`src/rtl/reqack_sink.sv`:
```
// Terminating responder for the 4-phase req/ack bundled-data protocol: buffers words in a
// DEPTH-entry FIFO and exposes them on valid/ready. Define REQACK_SINK_CDC_EN to synchronize req.
module reqack_sink #(
    parameter int DWIDTH = 1,
    parameter int DEPTH  = 2
) (
    input  logic                       clk,
    input  logic                       rst_n,
    input  logic                       req,
    output logic                       ack,
    input  logic [DWIDTH-1:0]          i_dat,
    output logic                       o_valid,
    input  logic                       o_ready,
    output logic [DWIDTH-1:0]          o_dat,
    output logic [$clog2(DEPTH):0]     level,
    output logic                       proto_err
);
    localparam int PW = $clog2(DEPTH);
    localparam int LW = PW + 1;
    localparam logic [LW-1:0] FULL_LVL = LW'(DEPTH);

    // Handshake contract: upstream raises req with i_dat stable; ack rises once the word is
    // stored; upstream drops req; ack drops. The local side moves a word when o_valid & o_ready.

    typedef enum logic {IDLE = 1'b0, ACKED = 1'b1} state_t;

    state_t            state_q, state_d;
    logic              req_i;
    logic              req_d;
    logic              push, pop;
    logic [PW-1:0]     wr_ptr, rd_ptr;
    logic [DWIDTH-1:0] mem [DEPTH];

`ifdef REQACK_SINK_CDC_EN
    logic req_s1, req_s2;

    always_ff @(posedge clk or negedge rst_n) begin
        if (!rst_n) begin
            req_s1 <= 1'b0;
            req_s2 <= 1'b0;
        end else begin
            req_s1 <= req;
            req_s2 <= req_s1;
        end
    end

    assign req_i = req_s2;
`else
    assign req_i = req;
`endif

    // Full is judged on the registered level, so a same-cycle pop never frees a slot early.
    assign push    = (state_q == IDLE) && req_i && (level < FULL_LVL);
    assign o_valid = (level != '0);
    assign pop     = o_valid && o_ready;
    assign o_dat   = mem[rd_ptr];

    always_ff @(posedge clk or negedge rst_n) begin
        if (!rst_n) state_q <= IDLE;
        else        state_q <= state_d;
    end

    always_comb begin
        state_d = state_q;
        case (state_q)
            IDLE:    if (push)   state_d = ACKED;
            ACKED:   if (!req_i) state_d = IDLE;
            default:             state_d = IDLE;
        endcase
    end

    always_comb begin
        ack = 1'b0;
        if (state_q == ACKED) ack = 1'b1;
    end

    always_ff @(posedge clk or negedge rst_n) begin
        if (!rst_n) begin
            req_d     <= 1'b0;
            proto_err <= 1'b0;
        end else begin
            req_d <= req_i;
            // A req withdrawn before it was acknowledged is a protocol violation.
            if (req_d && !req_i && !ack && (state_q == IDLE)) proto_err <= 1'b1;
        end
    end

    always_ff @(posedge clk or negedge rst_n) begin
        if (!rst_n) begin
            wr_ptr <= '0;
            rd_ptr <= '0;
            level  <= '0;
        end else begin
            if (push) wr_ptr <= wr_ptr + 1'b1;
            if (pop)  rd_ptr <= rd_ptr + 1'b1;
            case ({push, pop})
                2'b10:   level <= level + 1'b1;
                2'b01:   level <= level - 1'b1;
                default: level <= level;
            endcase
        end
    end

    always_ff @(posedge clk) begin
        if (push) mem[wr_ptr] <= i_dat;
    end

    a_no_push_full: assert property (@(posedge clk) disable iff (!rst_n)
        !(push && (level == FULL_LVL)));
    a_no_pop_empty: assert property (@(posedge clk) disable iff (!rst_n)
        !(pop && (level == '0)));
    a_level_range: assert property (@(posedge clk) disable iff (!rst_n)
        level <= FULL_LVL);

endmodule

```
`config.mk`:
```
export PLATFORM = sky130hd
export DESIGN_NAME = reqack_sink
export DESIGN_NICKNAME = d
export VERILOG_FILES = /design/src/rtl/reqack_sink.sv
export SDC_FILE = /design/constraint.sdc
export NUM_CORES = 1
export LEC_CHECK = 0
export BUFFER_PORTS_ARGS = -buffer_cell sky130_fd_sc_hd__buf_2
export CORE_AREA = 5 5 42 44
export CTS_BUF_LIST = sky130_fd_sc_hd__clkbuf_4 sky130_fd_sc_hd__clkbuf_8 sky130_fd_sc_hd__clkbuf_16
export CTS_CLUSTER_DIAMETER = 120
export CTS_CLUSTER_SIZE = 10
export DETAILED_ROUTE_END_ITERATION = 12
export DIE_AREA = 0 0 47 49
export REMOVE_ABC_BUFFERS = 1
export SKIP_CTS_REPAIR_TIMING = 1
export SYNTH_ARGS = -nofsm -noshare
export SYNTH_HDL_FRONTEND = slang
export SYNTH_SLANG_ARGS = --single-unit
```
`constraint.sdc`:
```
create_clock -name clk -period 1.3 [get_ports clk]
set_input_delay 0.39 -clock clk [delete_from_list [all_inputs] [get_ports clk]]
set_output_delay 0.39 -clock clk [all_outputs]
set_load 0.01 [all_outputs]
```
==> impl_metrics.toml <==
[run_status]
status = "finished, violations left"
failed_checks = "setup timing"

[synthesis]
yosysTopAreaCellShare_pct = 48.1
avgSynthCellArea_um2 = 13.5
number_of_storage_elements_in_the_synthesis_netlist = 9
synthDistinctLibCells = 14
synthDominantAreaCellType = "dfrtp_1"
ys_top_cells_by_area = "dfrtp_1 48%, edfxtp_1 16%, xnor2_1 7.2%"
post_synth_inst_count = 27
synth.yosys.warnings = 0
post_synth_design_cell_area_um2 = 364
seq_area_frac_synth_pct = 64.6

[worst_setup_path]
r2r_end = "level[1]"
r2r-start = "level[1]"
startpoint_type = "register"
crit_path_end_kind = "output pin"
criticalPathCategory = "reg -> out"
critPathLaunch = "rd_ptr"
critPathRequiredTime_ps = 910
timing.reg2reg.setup_slack_ps = -140
ff2ff_path_depth = 6
worst-path-max-fanout = 2
arrival_ps = 1070

[global_routing]
initial_antenna_violation_count = 0
grt_pass1_wl_mm = 1.10
grt_max_degree = 8
global_route.overflow_total = 0
grt_pass1_vias = 252
global_route.usage.total_pct = 6.83

[detailed_routing]
antenna_violating_nets_post_route = 0
via_count = 267
detail_route.vias_per_cell = 3.99
drt_iter0_drc = 0
routed_wl_um = 723
wire_per_inst_um = 10.8
drt_first_pass_iters = 1
remaining_drc_errors = 0

[power]
leak_pwr_uw = 0.000281
power_density_nw_per_um2 = 2290
vdd.ir_drop.worst_uv = 1010

[die]
fp.dieW_um = 47
top_level_ports = 11
die_area_um2 = 2300
chipHeight_um = 49
floorplan.initialDensity_pct = 26.0
rows = 14
coreArea_um2 = 1400

[worst_hold_path]
worstHoldPathType = "in -> reg"
number_of_stages_on_the_worst_hold_path = 1
whs_endpoint = "mem[1]"
hold_path_startpoint = "i_dat"

[sta]
holdWs_ps = 330
clock.fmax_ghz = 0.687
worst-slew-pin-transition_ps = 173
hold_viol = 0
layout_worst_path_cycle_share_pct = 112
layout_setup_ws_ps = -155
finalWorstPathRequiredPeriod_ps = 1460
maxSlewViolCount = 0
timing.final.setup_violations = 3
clock_skew_ps = 4.16
timing.slew.headroom_pct = 88.5
rsz0062_at_grt = "yes"

[cts]
clk_pin_slew_ps = 60
cts_tree = "done"
clock_sinks = 9
htreeDepth = 1
cts_buffers = 3
clock_path_buffers = 2
clock-root-buffer = "clkbuf_4"
clk-insertion-delay-late_ps = 250

[cells_and_area]
n_fill_cell = 146
final_net_count = 58
diodes = 0
post_route_cells_drive_above_1_share_pct = 56.9
syn2layout_area_growth_pct = 66.3

[placed_design]
detailedPlacementHpwl_um = 478
preCtsSetupSlack_ps = -127
portBuffers = 10
place_congestion = 0.702

[run]
drv.max_cap_violation_count = 0
[worst max-delay path by stage]
stage / endpoint / slack, ps / cells after the start
after floorplan: level[1] / -200 / 5
after detailed placement: level[1] / -130 / 5
after CTS: o_dat / -200 / 2
after global routing: level[1] / -220 / 6
after global placement: level[1] / -100 / 5
final: o_dat / -160 / 2
[sequential cells by signal, summed over array words and instances, names as in the netlist]
register,count
level,2
mem,2
proto_err,1
rd_ptr,1
req_d,1
state_q,1
wr_ptr,1
[area by class of cell]
type | instances | area, µm² | share of cell area (%)
clock buffer | 4 | 30.0 | 4.96
inverter | 1 | 3.75 | 0.620
multi-input combinational | 17 | 146 | 24.2
sequential | 9 | 235 | 38.8
tap | 16 | 20.0 | 3.31
timing repair buffer | 20 | 170 | 28.1
[placed cells by master (no fill, tap or decap)]
cell | netlist | routed
and3_1 | 1 | 1
buf_6 | 0 | 8
xnor2_1 | 3 | 3
buf_2 | 0 | 5
nor2_2 | 0 | 1
and2_4 | 1 | 1
a21o_1 | 1 | 1
inv_1 | 1 | 1
a21boi_0 | 1 | 1
buf_4 | 0 | 6
nor2_1 | 4 | 3
xor2_1 | 2 | 2
clkbuf_4 | 0 | 4
dfrtp_1 | 7 | 7
dlygate4sd3_1 | 0 | 1
edfxtp_1 | 2 | 2
nand2_2 | 0 | 1
ha_4 | 0 | 1
or2_4 | 1 | 1
mux2_4 | 0 | 1
[where the power goes]
part	switching (µW)	internal [µW]	leakage, µW
registers	59.1	380	0.0000978
logic	260	457	0.000165
clock network	92.8	139	0.0000184
total	412	975	0.000281
[critical path, cell delays in order (launching register included)]
cell     delay (ps)
dfrtp_1         390
mux2_4          300
buf_6           120
[cells in the mapped netlist]
cell type / number
a21boi_0: 1
a21o_1: 1
and2_4: 1
and3_1: 1
dfrtp_1: 7
edfxtp_1: 2
ha_1: 1
inv_1: 1
mux2_2: 1
nand2_1: 1
nor2_1: 4
or2_4: 1
xnor2_1: 3
xor2_1: 2
[through the flow]
stage	setup TNS (ps)	instances	utilization [%]	power, µW	instance area [µm²]
after floorplan	-311	27	-	712	364
after global placement	-103	59	34.2	908	479
after detailed placement	-139	59	34.2	913	479
after CTS	-544	63	36.3	1160	509
after global routing	-592	67	43.2	1490	606
final	-401	67	43.2	1390	606
[per-layer routing]
metal | GRT usage, % | vias to the layer above | part of all wire (%)
met1 | 8.41 | 124 | 46
met5 | 0 | - | 0
li1 | - | 138 | -
met2 | 9.05 | 5 | 48
met4 | 5.53 | 0 | 0
met3 | 2.58 | 0 | 5.7
[kinds of logic (layout without fill, tap and decap cells)]
group,after synthesis,count (layout),synth area share (%)
adders and majority gates,1,1,3.44
buffers and inverters,1,25,1.03
xor gates and xnor gates,5,5,12.0
AOI/OAI and AO/OA,2,2,4.13
muxes,1,1,3.09
and+or+nand+nor,8,8,11.7
DFF,9,9,64.6
(Power assumes the default switching activity.)
